--- config.mk ---
export PLATFORM = sky130hd
export DESIGN_NAME = bridge_req_queue
export DESIGN_NICKNAME = d
export VERILOG_FILES = /design/src/rtl/bridge_req_queue.sv
export SDC_FILE = /design/constraint.sdc
export NUM_CORES = 1
export LEC_CHECK = 0
export ABC_AREA = 1
export CORE_UTILIZATION = 35
export DETAILED_ROUTE_END_ITERATION = 10
export GPL_TIMING_DRIVEN = 0
export SLEW_MARGIN = 20
export SYNTH_ARGS = -nofsm -noshare
export SYNTH_HDL_FRONTEND = slang
export SYNTH_SLANG_ARGS = --single-unit
--- constraint.sdc ---
create_clock -name clk -period 5.7 [get_ports clk]
set_input_delay 1.14 -clock clk [delete_from_list [all_inputs] [get_ports clk]]
set_output_delay 1.14 -clock clk [all_outputs]
set_load 0.005 [all_outputs]
--- src/rtl/bridge_req_queue.sv ---
// bridge_req_queue: in-order request FIFO feeding one DRAM-bridge transaction at a time,
// with in-order completion strobes and a sticky stuck-bridge watchdog.
module bridge_req_queue #(
  parameter int DEPTH   = 4,
  parameter int TIMEOUT = 1023
) (
  input  logic        clk,
  input  logic        rst_n,
  input  logic        req_valid,
  output logic        req_ready,
  input  logic        req_r_wb,
  input  logic [7:0]  req_addr,
  input  logic [63:0] req_data,
  output logic        rsp_valid,
  output logic        rsp_r_wb,
  output logic [7:0]  rsp_addr,
  output logic [63:0] rsp_data,
  output logic        C_in_valid,
  output logic        C_r_wb,
  output logic [7:0]  C_addr,
  output logic [63:0] C_data_w,
  input  logic        C_out_valid,
  input  logic [63:0] C_data_r,
  output logic        busy,
  output logic        err_timeout
);
  localparam int AW = $clog2(DEPTH);
  typedef enum logic [1:0] {IDLE, ISSUE, WAIT, RSP} state_t;
  state_t state, state_nx;
  logic [72:0] mem [DEPTH];
  logic [AW-1:0] wr_ptr, rd_ptr;
  logic [AW:0] count;
  logic [9:0] wd;
  logic push, pop;
  // count never exceeds DEPTH (a power of 2), so its MSB alone means full
  assign req_ready = ~count[AW];
  assign push = req_valid & req_ready;
  assign pop = (count != '0) && (state == IDLE || state == RSP);
  assign C_in_valid = state == ISSUE;
  assign rsp_valid = state == RSP;
  assign busy = (count != '0) || (state != IDLE);
  always_comb begin
    state_nx = state;
    case (state)
      IDLE:    state_nx = (count != '0) ? ISSUE : IDLE;
      ISSUE:   state_nx = WAIT;
      WAIT:    state_nx = C_out_valid ? RSP : WAIT;
      RSP:     state_nx = (count != '0) ? ISSUE : IDLE;
      default: state_nx = IDLE;
    endcase
  end
  always_ff @(posedge clk)
    if (push) mem[wr_ptr] <= {req_r_wb, req_addr, req_data};
  always_ff @(posedge clk or negedge rst_n) begin
    if (!rst_n) begin
      state       <= IDLE;
      wr_ptr      <= '0;
      rd_ptr      <= '0;
      count       <= '0;
      wd          <= '0;
      err_timeout <= 1'b0;
      C_r_wb      <= 1'b0;
      C_addr      <= '0;
      C_data_w    <= '0;
      rsp_r_wb    <= 1'b0;
      rsp_addr    <= '0;
      rsp_data    <= '0;
    end else begin
      state <= state_nx;
      count <= count + (AW+1)'(push) - (AW+1)'(pop);
      if (push) wr_ptr <= wr_ptr + 1'b1;
      if (pop) begin
        rd_ptr <= rd_ptr + 1'b1;
        {C_r_wb, C_addr, C_data_w} <= mem[rd_ptr];
      end
      // watchdog counts WAIT cycles and saturates so it cannot wrap back under TIMEOUT
      if (state == ISSUE) wd <= '0;
      else if (state == WAIT && wd != 10'(TIMEOUT)) wd <= wd + 1'b1;
      if (state == WAIT && wd == 10'(TIMEOUT - 1)) err_timeout <= 1'b1;
      if (state == WAIT && C_out_valid) begin
        rsp_r_wb <= C_r_wb;
        rsp_addr <= C_addr;
        rsp_data <= C_r_wb ? C_data_r : '0;
      end
    end
  end
endmodule

==> flow_summary.json <==
{
  "rr_endpoint": "mem[3][60]",
  "cts_setup_buffers": 0,
  "start_util_pct": 35.69,
  "die_width_um": 225.9,
  "slew_headroom_pct": 51.79,
  "status": "finished, final reports clean",
  "synth_edf_count": 292,
  "p_int_w": 0.008662,
  "multiInputGateArea_um2": 4050,
  "cts.reportedPaths.clkPinSlew_ns": 0.06,
  "r2r-start": "count[2]",
  "numPortBuffers": 291,
  "vias_per_cell": 4.843,
  "final-seq-area_um2": 12920,
  "fin_skew_ns": 0.02087,
  "clock_latency_ns": 0.59,
  "tightest_slew_ns": 0.7231,
  "antenna_found_initial": 11,
  "max_cap_viol_count": 0,
  "wl_um": 49030,
  "slowest_delay_ns": 0.54,
  "grt_overflow_total": 0,
  "numCtsBuffers": 49,
  "route.detailed.drc": 0,
  "fin_total_pwr_w": 0.01334,
  "crit_path_end_kind": "output pin",
  "postSynthNetCount": 1620,
  "yosys-top-cells-count": "nor2_1 (357), edfxtp_1 (292), o21ai_0 (220)",
  "p_leak_nw": 8.800,
  "synthCells": 1466,
  "worst-r2r-cell-count": 6,
  "place_area_um2": 21750,
  "power-per-cell-area_nw_per_um2": 568.3,
  "crit_arrival_ns": 1.88,
  "grtUsageTotal_pct": 19.15,
  "vias": 12270,
  "worstPathRequired_ns": 4.56,
  "yosys-top-cells-area": "edfxtp_1 (50%), dfrtp_1 (24%), nor2_1 (7.6%), o21ai_0 (6.3%), nand2_1 (3.9%)",
  "ant_nets": 0,
  "design_area_um2": 23480,
  "synth-async-reset-ratio_pct": 36.24,
  "grt_start_max_net_pins": 91,
  "grt_pass1_wl_um": 73100,
  "gp_congestion": 0.7859,
  "crit_start": "state[1]",
  "nNetsFinal": 1979,
  "p_seq_share_pct": 36.6,
  "dr.pass1.iters": 5,
  "die_h_um": 225.9,
  "fmax_mhz": 331.1,
  "cts_tree": "yes",
  "dieArea_um2": 51020,
  "drive_gt1_share_pct": 8.307,
  "dpl.hpwl_um": 33350,
  "slew_violations": 0,
  "path_max_fanout": 4,
  "drtIter0Drc": 826,
  "cp_cell_sequence": "inv_1, ha_1, clkdlybuf4s50_1",
  "synth-seq-area-share_pct": 73.66,
  "synth.avg_cell_area_um2": 11.97,
  "pin_count": 292,
  "yosys_most_used_dff": "edfxtp_1",
  "syn_to_final_growth_pct": 33.83,
  "yosysTopAreaCell": "edfxtp_1",
  "synth_area_um2": 17540,
  "num-fill-cells": 4416,
  "ff2ff_setup_slack_ns": 3.40,
  "finalHoldViolations": 0,
  "swShare_pct": 35.08,
  "cts_buffer_depth": 3,
  "p_sw_w": 0.004680,
  "ys_ff_latch": 458,
  "path_class": "reg -> out",
  "cpLargestDelayFamily": "buffers and inverters",
  "synth_top_area_share_pct": 49.98,
  "cp.buffers_inverters": 2,
  "rows": 81,
  "cts_hold_buffers": 0,
  "setup_viol": 0,
  "routedWlPerCell_um": 19.35,
  "synth.most_common_cell": "nor2_1",
  "crit_cells": 3,
  "power_frac_comb_pct": 38.4,
  "core_area_um2": 49150,
  "min_period_ns": 3.020,
  "cts.sinks": 458,
  "first_global_vias": 12540,
  "cts_root_buf": "clkbuf_16",
  "finalCritPeriodShare_pct": 52.99,
  "ir_drop_mv": 0.3086,
  "clockPowerShare_pct": 25.0,
  "rsz0062_at_grt": "false",
  "start_kind": "flip-flop",
  "crit_path_top_delay_cell": "clkdlybuf4s50_1",
  "cts_resized": 0,
  "yosysWarnings": 0,
  "min_path_type": "reg -> reg",
  "cp-endpoint": "C_in_valid",
  "synth.distinct_cells": 32,
  "cts_max_level": 2
}
worst min path at each step:
stage                     slack (ns)          from           end  cells past startpoint
after CTS                       0.48   err_timeout   err_timeout                      1
after detailed placement        0.47   err_timeout   err_timeout                      1
after global routing            0.50  rsp_data[45]  rsp_data[45]                      2
after floorplan                 0.47   err_timeout   err_timeout                      1
after global placement          0.47   rsp_addr[5]   rsp_addr[5]                      2
final                           0.48   err_timeout   err_timeout                      1
worst reg2reg max path, stage by stage, from the launching register on:
cell	delay [ns]
dfrtp_1	0.37
inv_2	0.13
nand2_1	0.33
nor2_4	0.54
buf_16	0.24
buf_12	0.21
buf_16	0.19
kinds of logic (layout without fill, tap and decap cells):
logic type               Yosys count  count (layout)  synth area share, %
AO/OA/AOI/OAI                    305             305                9.258
flip-flops                       458             458                73.66
other                              0               4                    0
adder cells (fa/ha/maj)           13              13               0.9700
AND/OR/NAND/NOR                  559             559                12.27
XOR/XNOR                           7               7               0.3495
multiplexers                       1               1              0.06418
buffers and inverters            123             523                3.423
placed cells by master (no fill, tap or decap), types with 3 or more instances in the layout:
cell / n
nor2_1: 353
clkinv_1: 9
clkinv_2: 13
buf_1: 6
clkbuf_1: 44
o21ai_1: 7
inv_1: 30
buf_2: 22
clkbuf_16: 51
dfrtp_1: 166
ha_1: 12
a31oi_1: 65
o21ai_0: 220
buf_6: 9
nand4_1: 10
buf_12: 5
buf_4: 11
edfxtp_1: 292
diode_2: 4
xor2_1: 6
a21oi_1: 3
clkdlybuf4s50_1: 290
bufinv_16: 8
buf_16: 12
o22ai_1: 8
nor2_4: 5
nand2_1: 180
inv_2: 4
nand3_1: 7
state kept, by name, summed over array words and instances (netlist names), 3 cells and up:
name / flops
rsp_addr: 8
mem: 292
count: 3
wd: 10
rsp_data: 64
C_data_w: 64
C_addr: 8
power by group through the flow:
stage          Sequential, W  Clock [W]  Combinational, W
2_1_floorplan        0.00492          0           0.00256
3_3_place_gp         0.00501          0           0.00495
3_5_place_dp         0.00495          0           0.00519
4_1_cts              0.00490    0.00342           0.00521
5_1_grt              0.00497    0.00354           0.00569
6_report             0.00488    0.00334           0.00512
per-layer routing:
layer	GRT usage, %	wire, um
met1	22.95	19610
met2	32.97	24000
met3	5.152	3987
met4	6.759	1351
met5	0	86
through the flow:
| stage | std cells | hold slack, ns | setup slack (ns) | setup TNS, ns | utilization (%) |
|---|---|---|---|---|---|
| 3_5_place_dp | 2438 | 0.4671 | 2.229 | 0 | 44.25 |
| 4_1_cts | 2530 | 0.4812 | 2.629 | 0 | 47.74 |
| 5_1_grt | 2532 | 0.4953 | 2.598 | 0 | 47.75 |
| 6_report | 2534 | 0.4796 | 2.680 | 0 | 47.76 |
| 2_1_floorplan | 1466 | 0.4663 | 0.8150 | 0 | - |
| 3_3_place_gp | 2421 | 0.4670 | -4.383 | -1472.47 | 43.31 |
cell type report:
class	count	share of cell area, %
clock inverters	33	1.657
plain buffers	87	1.977
clock buffers	59	5.649
well taps	664	3.539
diodes	4	0.04263
inverters	36	0.5809
multi-input cells	885	17.25
flip-flops and latches	458	55.04
repair buffers	308	14.26
(Power assumes the default switching activity.)
